`src/rtl/light_input_conditioner.sv`:
```
// Switch front-end for the tail-light sequencer: 2-flop sync, per-channel debounce,
// tick prescaler and hazard>right>left resolve. Define STICKY_HAZARD_EN for a latching hazard.
module light_input_conditioner #(
    parameter int unsigned DEBOUNCE_CYCLES = 4,
    parameter int unsigned TICK_DIV        = 8
) (
    input  logic clk,
    input  logic reset,
    input  logic sw_left,
    input  logic sw_right,
    input  logic sw_hazard,
    output logic tick,
    output logic a,
    output logic b,
    output logic c
);

    localparam int unsigned CW = $clog2(DEBOUNCE_CYCLES + 1);
    localparam int unsigned TW = (TICK_DIV > 1) ? $clog2(TICK_DIV) : 1;
    localparam logic [CW-1:0] DB_LAST   = CW'(DEBOUNCE_CYCLES - 1);
    localparam logic [TW-1:0] TICK_LAST = TW'(TICK_DIV - 1);

    // Channel order: [0] left, [1] right, [2] hazard.
    logic [2:0]    raw;
    logic [2:0]    s1;
    logic [2:0]    s2;
    logic [2:0]    stable;
    logic [2:0]    stable_n;
    logic [CW-1:0] cnt   [3];
    logic [CW-1:0] cnt_n [3];
    logic [TW-1:0] tcnt;
    logic [TW-1:0] tcnt_n;
    logic          hz;
    logic          a_n;
    logic          b_n;
    logic          c_n;

    assign raw = {sw_hazard, sw_right, sw_left};

    always_comb begin
        for (int i = 0; i < 3; i++) begin
            stable_n[i] = stable[i];
            cnt_n[i]    = '0;
            if (s2[i] != stable[i]) begin
                // Flip on the edge the count would reach DEBOUNCE_CYCLES.
                if (cnt[i] == DB_LAST) begin
                    stable_n[i] = s2[i];
                end else begin
                    cnt_n[i] = cnt[i] + 1'b1;
                end
            end
        end
    end

    assign tick   = (tcnt == TICK_LAST);
    assign tcnt_n = tick ? '0 : tcnt + 1'b1;

`ifdef STICKY_HAZARD_EN
    logic sticky;

    always_ff @(posedge clk or posedge reset) begin
        if (reset) begin
            sticky <= 1'b0;
        end else if (stable_n[2] && !stable[2]) begin
            sticky <= ~sticky;
        end
    end

    assign hz = sticky;
`else
    assign hz = stable[2];
`endif

    assign c_n = hz;
    assign b_n = stable[1] & ~hz;
    assign a_n = stable[0] & ~stable[1] & ~hz;

    always_ff @(posedge clk or posedge reset) begin
        if (reset) begin
            s1     <= '0;
            s2     <= '0;
            stable <= '0;
            tcnt   <= '0;
            a      <= 1'b0;
            b      <= 1'b0;
            c      <= 1'b0;
            for (int i = 0; i < 3; i++) begin
                cnt[i] <= '0;
            end
        end else begin
            s1     <= raw;
            s2     <= s1;
            stable <= stable_n;
            tcnt   <= tcnt_n;
            for (int i = 0; i < 3; i++) begin
                cnt[i] <= cnt_n[i];
            end
            // Loads the pre-edge stable values, so a same-edge flip waits one tick.
            if (tick) begin
                a <= a_n;
                b <= b_n;
                c <= c_n;
            end
        end
    end

endmodule
```
`config.mk`:
```
export PLATFORM = sky130hd
export DESIGN_NAME = light_input_conditioner
export DESIGN_NICKNAME = d
export VERILOG_FILES = /design/src/rtl/light_input_conditioner.sv
export SDC_FILE = /design/constraint.sdc
export NUM_CORES = 1
export LEC_CHECK = 0
export ABC_CLOCK_PERIOD_IN_PS = 3400
export BUFFER_PORTS_ARGS = -buffer_cell sky130_fd_sc_hd__clkbuf_2
export CORE_ASPECT_RATIO = 1.75
export CORE_MARGIN = 8
export CORE_UTILIZATION = 35
export CTS_CLUSTER_DIAMETER = 80
export DETAILED_ROUTE_END_ITERATION = 8
export PLACE_DENSITY_LB_ADDON = 0.05
export SETUP_SLACK_MARGIN = 0.2
export SLEW_MARGIN = 20
export SYNTH_ARGS = -nofsm -noshare
export SYNTH_HDL_FRONTEND = slang
export SYNTH_SLANG_ARGS = --single-unit
```
`constraint.sdc`:
```
create_clock -name clk -period 3.4 [get_ports clk]
set_clock_uncertainty 0.15 [all_clocks]
set_input_delay 0.68 -clock clk [delete_from_list [all_inputs] [get_ports clk]]
set_output_delay 0.68 -clock clk [all_outputs]
set_load 0.02 [all_outputs]
```
==> metrics.csv <==
metric,value,unit
ctsHoldBuffers,0,
wirelength,1110,um
track_usage,0.0595,
dieArea,0.00439,mm^2
clock-sinks,24,
htree_levels,1,
gp_congestion,0.650,
synthAdderAreaFrac,0.0720,
grt_start_max_net_pins,25,
synth_fp_nets,65,
muxShareOfSynthArea,0.0648,
cp.arrival,1.27,ns
post_drt_via_cell_ratio,4.65,
grt.busiest_layer,met2,
cts_buffers,3,
crit_slowest_cell,dfrtp_1,
crit_chain,ha_1 -> ha_1 -> clkbuf_2,
rsz0062_at_grt,no,
endpoint_kind,output port,
start_kind,flip-flop,
fin_ws,1.30,ns
p_per_area,733,mW/mm^2
met1_usage,0.0707,
numPortBuffers,8,
setup_viol,0,
avgSynthCellArea,15.8,um^2
yosys.cell_types.count,12,
num_vias,428,
grt_overflow,0,
timing.slew.headroom,0.426,
hold-path-cell-count,0,
synth_top_family_by_area,simple AND/OR/NAND/NOR gates,
final_util,0.404,
syn_area,868,um^2
drc,0,
crit_top_cell,ha_1,
ys_seq_area_frac,0.692,
postLayoutCellArea,982,um^2
fmax,0.475,GHz
die_h,81.9,um
synth_compound_area_frac,0.00576,
r2r_cells,3,
crit_fanout,6,
hold_class,reg2reg,
fin_tns_setup,0,ns
fin_crit_sh,0.619,
synth-simple-area-share,0.127,
cts_root_buf,clkbuf_8,
critical_path.max_stage_delay,0.39,ns
path_class,reg2out,
first_iter_violations,4,
status,completed,
io_pins,9,
cts_setup_buffers,0,
syn_inst,55,
cts_tree,done,
die_w,53.7,um
insertion_delay,0.25,ns
synth-seq-cells,24,
hold_violations,0,
layout-drive-gt1-share,0.303,
area_delta_synth_final,13.1,%
dp_slack,1.56,ns
synth-xor-area-share,0.0303,
diodes,0,
dp.cells,89,
min_period,2.10,ns
antenna_found_initial,0,
grt_pass1_wl,1950,um
fp.coreArea,0.00243,mm^2
ant_nets,0,
grt_util_met2,0.0920,
first_pass_iters,4,
initial_core_util,0.357,
grt_pass1_vias,451,
drv_slew,0,
post_dp_cell_area,941,um^2
crit_required,2.57,ns
irDropWorstVdd,0.330,mV
ys_warn_count,0,
p_leak,0.472,nW
cts_resized,0,
stdcell_count,92,
wl_per_cell,12.0,um
clockBufferDepth,2,
worstMarginPinSlew,0.861,ns
drv_cap,0,
clk_pin_slew,0.07,ns
met3_usage,0.0254,
rows,24,
nets,78,
-- worst max-delay path, delay by kind of cell, from the launching register on --
kind	cells	cell delay (ns)
buffers and inverters	1	0.18
flip-flops	1	0.39
adder cells (fa/ha/maj)	2	0.45
-- logic make-up after synthesis --
logic type	after synthesis
adders and majority gates	5
xor gates and xnor gates	3
buffers and inverters	2
and+or+nand+nor	15
muxes	5
AOI/OAI and AO/OA	1
DFF	24
-- Yosys cell counts --
| cell type | count | share of area |
|---|---|---|
| nor3_1 | 3 | 0.017 |
| mux2_2 | 5 | 0.065 |
| ha_1 | 5 | 0.072 |
| nand3b_1 | 1 | 0.0086 |
| nor3b_1 | 6 | 0.052 |
| o21ai_0 | 1 | 0.0058 |
| inv_1 | 2 | 0.0086 |
| nor3b_2 | 1 | 0.014 |
| dfrtp_1 | 24 | 0.69 |
| nor2_1 | 1 | 0.0043 |
| nor2b_2 | 3 | 0.030 |
| xnor2_1 | 3 | 0.030 |
-- per-layer routing --
layer / part of all wire / wire [um] / vias to the layer above
met4: 0.010 / 11 / 0
met1: 0.43 / 470 / 210
met3: 0.047 / 52 / 2
met5: 0 / 0 / -
met2: 0.52 / 571 / 8
li1: - / - / 208
-- state kept, by name, indices dropped and copies added, names as in the netlist --
register / count
cnt: 9
s1: 3
s2: 3
stable: 3
tcnt: 3
a: 1
b: 1
c: 1
-- final cells by class --
cell class                      instances  area, um^2
Fill cell                             226        1450
Sequential cell                        24         601
Multi-Input combinational cell         29         260
Clock buffer                            3        41.3
Timing Repair Buffer                    8        40.0
Tap cell                               26        32.5
Inverter                                2        7.51
-- through the flow --
stage	hold WS (ns)	power, W
finish	0.207	0.000720
global route	0.213	0.000775
CTS	0.210	0.000736
detailed placement	0.193	0.000579
global placement	0.185	0.000575
floorplan	0.181	0.000529
-- worst paths after layout --
kind / start / to / slack (ns)
min in group asynchronous: reset / cnt[8] / 0.43
worst max-delay path: tcnt[0] / tick / 1.30
max in group asynchronous: reset / stable[2] / 2.14
worst max register to register: tcnt[0] / c / 2.01
worst min-delay path: s1[0] / s2[0] / 0.21
worst min register to register: s1[0] / s2[0] / 0.21
-- placed cells by master (no fill, tap or decap), drive strengths merged --
cell type / Yosys / routed
dfrtp: 24 / 24
clkbuf: 0 / 11
nor3b: 7 / 7
mux2: 5 / 5
ha: 5 / 5
xnor2: 3 / 3
nor2b: 3 / 3
nor3: 3 / 3
inv: 2 / 2
nand3b: 1 / 1
o21ai: 1 / 1
nor2: 1 / 1
-- power by group --
part | switching [W] | total [W] | leakage (nW) | internal [W]
logic | 0.0000819 | 0.000172 | 0.149 | 0.0000898
clock network | 0.0000754 | 0.000154 | 0.0216 | 0.0000787
registers | 0.0000425 | 0.000395 | 0.301 | 0.000352
Power figures use the tool's default switching activity.
